### src/rtl/de_arbiter.sv
// de_arbiter: round-robin arbiter sharing one drawing-engine write port among N_REQ requesters.
module de_arbiter #(
  parameter int N_REQ     = 2,
  parameter int ADDR_W    = 18,
  parameter int DATA_W    = 16,
  parameter int MAX_BURST = 16
) (
  input  logic                      clk,
  input  logic                      rst,
  input  logic [N_REQ-1:0]          req,
  input  logic [N_REQ*ADDR_W-1:0]   addr,
  input  logic [N_REQ*DATA_W-1:0]   data,
  output logic [N_REQ-1:0]          ack,
  output logic [N_REQ-1:0]          grant,
  output logic                      busy,
  output logic                      de_req,
  output logic [ADDR_W-1:0]         de_addr,
  output logic [DATA_W-1:0]         de_data,
  input  logic                      de_ack
);
  localparam int OW = $clog2(N_REQ);
  localparam int CW = $clog2(MAX_BURST);
  typedef enum logic {IDLE, OWN} state_t;
  state_t              r_state;
  logic [OW-1:0]       r_owner, r_last, w_next, w_off;
  logic [CW-1:0]       r_cnt;
  logic [2*N_REQ-1:0]  w_dbl;
  logic [N_REQ-1:0]    w_rot, w_onehot;
  logic                w_own, w_accept, w_others;
  // Rotate requests so bit 0 is the requester just after the last owner.
  assign w_dbl = {req, req};
  assign w_rot = N_REQ'(w_dbl >> (r_last + 1'b1));
  always_comb begin
    w_off = '0;
    for (int k = N_REQ - 1; k >= 0; k--)
      if (w_rot[k]) w_off = OW'(k);
    w_next = OW'((int'(r_last) + int'(w_off) + 1) % N_REQ);
  end
  assign w_own    = r_state == OWN;
  assign w_onehot = N_REQ'(1) << r_owner;
  assign w_others = |(req & ~w_onehot);
  assign de_req   = w_own & req[r_owner];
  assign w_accept = de_req & de_ack;
  assign ack      = w_accept ? w_onehot : '0;
  assign grant    = w_own ? w_onehot : '0;
  assign busy     = w_own;
  assign de_addr  = w_own ? addr[r_owner*ADDR_W +: ADDR_W] : '0;
  assign de_data  = w_own ? data[r_owner*DATA_W +: DATA_W] : '0;
  always_ff @(posedge clk or posedge rst) begin
    if (rst) begin
      r_state <= IDLE;
      r_owner <= '0;
      r_last  <= OW'(N_REQ - 1);
      r_cnt   <= '0;
    end else if (r_state == IDLE) begin
      if (|req) begin
        r_state <= OWN;
        r_owner <= w_next;
        r_last  <= w_next;
        r_cnt   <= '0;
      end
    end else begin
      if (w_accept) r_cnt <= r_cnt + 1'b1;
      if (!req[r_owner] || (w_accept && &r_cnt && w_others)) r_state <= IDLE;
    end
  end
endmodule

### config.mk
export PLATFORM = sky130hd
export DESIGN_NAME = de_arbiter
export DESIGN_NICKNAME = d
export VERILOG_FILES = /design/src/rtl/de_arbiter.sv
export SDC_FILE = /design/constraint.sdc
export NUM_CORES = 1
export LEC_CHECK = 0
export ABC_AREA = 1
export BUFFER_PORTS_ARGS = -buffer_cell sky130_fd_sc_hd__buf_2
export CORE_MARGIN = 2
export CORE_UTILIZATION = 33
export CTS_CLUSTER_SIZE = 24
export DETAILED_ROUTE_END_ITERATION = 12
export MAX_ROUTING_LAYER = met4
export PLACE_DENSITY = 0.86
export SLEW_MARGIN = 15
export SYNTH_ARGS = -nofsm -noshare
export SYNTH_HDL_FRONTEND = slang
export SYNTH_SLANG_ARGS = --single-unit
### constraint.sdc
create_clock -name clk -period 3.2 [get_ports clk]
set_clock_uncertainty 0.2 [all_clocks]
set_input_delay 0.96 -clock clk [delete_from_list [all_inputs] [get_ports clk]]
set_output_delay 0.96 -clock clk [all_outputs]
set_load 0.01 [all_outputs]
## After elaboration in Yosys (flattened, before gate mapping)

Cells that the tools add are included.

- Flip-flop bits (word level): 7
- Input port bits: 73
- Output and inout port bits: 40
- Logic and storage cells: 44

- Add/sub/neg operators: 4
- Multiply operators: 1
- Magnitude comparators: 1
- Eq/ne operators: 1
- Shifts and indexed selects: 4
- Multiplexer cells: 14
- Bitwise gates (word level): 5
- Reduce and logical (&&, ||, !) cells: 10

Operators with widths:

| cell | count |
|---|---|
| $shiftx A36 B7 Y18 | 1 |
| $shiftx A32 B6 Y16 | 1 |
| $mux W18 | 1 |
| $mux W16 | 1 |
| $mux W4 | 3 |
| $mux W1 | 7 |
| $mul A1 B4 Y5 const B | 1 |
| $add A4 B1 Y4 const B | 1 |
| $mux W2 | 2 |
| $reduce_and A2 Y1 | 2 |
| $reduce_and A4 Y1 | 1 |
| $reduce_or A2 Y1 | 2 |
| $shr A4 B1 Y2 | 1 |
| $add A1 B1 Y1 const B | 2 |
| $and A1 B1 Y1 | 2 |
| $and A2 B2 Y2 | 1 |
| $logic_and A1 B1 Y1 | 2 |
| $lt A1 B2 Y1 const B | 1 |
| $ne A2 B1 Y1 const B | 1 |
| $not A2 Y2 | 1 |
| $reduce_bool A2 Y1 | 1 |
| $shl A1 B1 Y2 const A | 1 |
| $add A1 B1 Y1 | 1 |
| $logic_not A1 Y1 | 1 |
| 2 further kinds | 2 |

## Longest topological paths before layout

- Depth in word-level cells: 9
- Depth in mapped cells: 8
- Mapped depth without buffers: 7

## Worst setup path before layout

No wires, ideal clock.

- Path type: input port to output port
- Start point: input req[1]
- End point: output ack[0]
- Arrival time: 1.434 ns
- Data required time: 2.040 ns
- Setup slack: 0.606 ns
- Cell stages on the path: 4
- Path buffers: 0
- Cells stage by stage: nand3_1 nand2_2 nand2_4 nor2_1

- Word-level cells in the longest chain between the ends: 5

Ends and longest elaborated chain:

| what | RTL line | RTL |
|---|---|---|
| start, declared | 10 | `input logic [N_REQ-1:0] req,` |
| $mux W1 (implied by the code) (2 in series) | 42 | `assign de_req = w_own & req[r_owner];` |
| $and A1 B1 Y1 | 42 |  |
| named net de_req | 16 | `output logic de_req,` |
| $and A1 B1 Y1 | 43 | `assign w_accept = de_req & de_ack;` |
| $mux W2 | 44 | `assign ack = w_accept ? w_onehot : '0;` |
| end, declared | 13 | `output logic [N_REQ-1:0] ack,` |

The timed path passes the listed nets, and every way through them passes these cells. The select of a mux whose other input is x is not followed.

## Worst setup path after layout

- Start point: register r_owner
- End point: output de_addr[8]

- Word-level cells in the longest chain between the ends: 3

Ends and longest elaborated chain:

| what | RTL line | RTL |
|---|---|---|
| start, declared | 25 | `logic [OW-1:0] r_owner, r_last, w_next, w_off;` |
| start signal, assigned | 58 | `r_owner <= w_next;` |
| $mul A1 B4 Y5 | 47 | `assign de_addr = w_own ? addr[r_owner*ADDR_W +: ADDR_W] : '0;` |
| $shiftx A36 B7 Y18 | 47 |  |
| $mux W18 | 47 |  |
| end, declared | 17 | `output logic [ADDR_W-1:0] de_addr,` |

Every way passes these cells.

==> out/metrics.cfg <==
[synthesis]
synthCells = 98
synth_most_common_cell = a22o_1
synth.cell_area_um2 = 814.5
yosysTopAreaCell = a22o_1
yosysWarnings = 0
async_flop_share = 1.000
syn_avg_cell_area_um2 = 8.312
synth_cell_types = 18
synth_seq_area_share = 0.2166
synth-seq-cells = 7
yosysTopAreaCellShare = 0.3656
synth_edf_count = 0
synth_top_flop_cell = dfrtp_1
syn_nets = 172
synth_area_leaders = a22o_1, dfrtp_1, buf_6
synthTopCellsByCount = a22o_1, nand2_1, nand3_1

[cts]
cts_setup_buffers = 0
clk_pin_slew_ns = 0.05
clock-root-buffer = clkbuf_4
cts.sinks = 7
cts_made_buffers = 3
clk_latency_ns = 0.25
ctsResizeCount = 0
cts_tree = done
hold_buffers = 0
h-tree-depth = 1
clk_path_buf_depth = 2

[hold_path]
hold_path_class = reg2reg
worstHoldStart = r_last$_DFFE_PP1P_
hold_path_end = r_last$_DFFE_PP1P_
holdPathStages = 2

[cells_and_area]
syn2layout_area_growth_pct = 66.97
fillers = 242
multiInputGateArea_um2 = 533.0
final_cells = 237
nNetsFinal = 282
seq_area_um2 = 176.4
drive_gt1_frac = 0.5990
diodes = 0

[setup_path]
worstPathRequired_ns = 2.04
startpoint_type = flop
worstReg2RegEnd = r_cnt[2]$_DFFE_PP0P_
critical_path_class = reg2out
r2r_cells = 7
r2r_start = r_owner$_DFFE_PP0P_
critical_path.max_fanout = 35
crit_arrival_ns = 1.74
critPathCaptureType = primary output
r2r_slack_ns = 1.78

[drt]
firstDrtPassIters = 4
antenna_left = 0
avgRoutedWirePerCell_um = 13.15
drc = 0
drtIter0Drc = 21
wirelength_um = 3117
num_vias = 1166
vias_per_cell = 4.920

[die]
num_rows = 18
ios = 113
dieArea_um2 = 2882
die_x_um = 53.68
core_area_um2 = 2410
start_util = 0.3380
die_h_um = 53.68

[pwr]
static-leakage-power_nw = 0.8746
seq_power_share = 0.160
power_density_nw_per_um2 = 841.9
p_switching_uw = 578.4
irDropWorstVdd_v = 0.0006613
power_switching_share = 0.5051
intPower_uw = 566.7
p_comb_frac = 0.770
clkPwrFrac = 0.070

[timing]
tightest_slew_ns = 0.5348
fin_ws_ns = 0.3048
fin_crit_sh = 0.9048
setup_tns_ns = 0
min_period_ns = 2.895
slew_headroom = 0.6430
hold_viol_final = 0
fmax_mhz = 345.4
setup_viol_count_final = 0
slew_viol_final = 0
rsz0062_at_grt = no

[global_routing]
overflow = 0
grt_pass1_vias = 986
grt_max_degree = 36
antenna_found_initial = 0
gr-usage-all-layers = 0.2061
grt_pass1_wl_um = 4229

[place]
place_inst = 233
io_buffers = 112
gp_congestion = 0.8346
hpwl_um = 2559
dp_slack_ns = 0.4066

[job]
maxCapViolations = 0

[outcome]
status = finished, final reports clean

==> placed cells by master (no fill, tap or decap) <==
master | netlist | final
nand2_1 | 18 | 18
nand2_4 | 2 | 2
inv_2 | 3 | 3
nand3_1 | 10 | 10
nand2_2 | 1 | 1
clkbuf_4 | 0 | 3
dfrtp_1 | 6 | 6
ha_1 | 1 | 1
nor3_1 | 1 | 1
buf_2 | 0 | 112
nor2_1 | 5 | 5
a21oi_1 | 1 | 1
inv_1 | 4 | 4
o21ai_0 | 1 | 1
nor2_8 | 1 | 1
o21ai_4 | 1 | 1
dfstp_2 | 1 | 1
clkbuf_1 | 0 | 1
nand4_1 | 1 | 1
a22o_1 | 34 | 34
==> critical path, cell delays in order (launching register included) <==
cell and delay, ns:
dfrtp_1 0.56, nand2_1 0.11, inv_2 0.42, a22o_1 0.26, buf_2 0.13
==> state kept, by name (all words and copies together), names as in the netlist <==
| signal | count |
|---|---|
| r_owner | 1 |
| r_last | 1 |
| r_cnt | 4 |
| busy | 1 |
==> power by group through the flow <==
stage	Combinational [mW]	Clock (mW)	Sequential, mW
floorplan	0.670	0	0.160
detailed placement	0.885	0	0.182
global route	0.973	0.0855	0.187
CTS	0.888	0.0808	0.181
finish	0.882	0.0800	0.183
global placement	0.877	0	0.182
==> per-stage QoR <==
step	utilization	total power [mW]	hold slack (ns)	instance area [um2]
after floorplan	-	0.8306	0.2432	814.5
after global placement	0.5535	1.060	0.2536	1334
after detailed placement	0.5535	1.067	0.2578	1334
after CTS	0.5644	1.150	0.2659	1360
after global routing	0.5644	1.245	0.2890	1360
final	0.5644	1.145	0.2651	1360
==> layout make-up <==
cell class                      instances  area share
Tap cell                               30     0.02760
Clock buffer                            4     0.01932
Inverter                                7     0.01932
Sequential cell                         7      0.1297
Multi-Input combinational cell         77      0.3919
Timing Repair Buffer                  112      0.4121
==> how the worst max path moves through the flow <==
stage / endpoint / from / depth (start not counted)
finish: de_addr[8] / r_owner$_DFFE_PP0P_ / 4
global route: de_addr[8] / r_owner$_DFFE_PP0P_ / 4
CTS: de_addr[8] / r_owner$_DFFE_PP0P_ / 4
detailed placement: ack[0] / req[1] / 6
global placement: ack[0] / req[1] / 6
floorplan: ack[0] / req[1] / 4
==> layer usage <==
layer	vias to the layer above	share of wire	track usage
met3	6	0.094	0.02222
met1	514	0.39	0.2327
met4	0	0.0090	0.07692
met5	-	0	-
li1	585	-	-
met2	61	0.51	0.3699
==> kinds of logic after synthesis <==
family,Yosys count,synth area share
simple gates,39,0.2412
fa+ha+maj,1,0.01536
flops,7,0.2166
buf+inv,14,0.1290
compound gates,37,0.3978
Note: power is estimated with default switching activity, not from simulation.
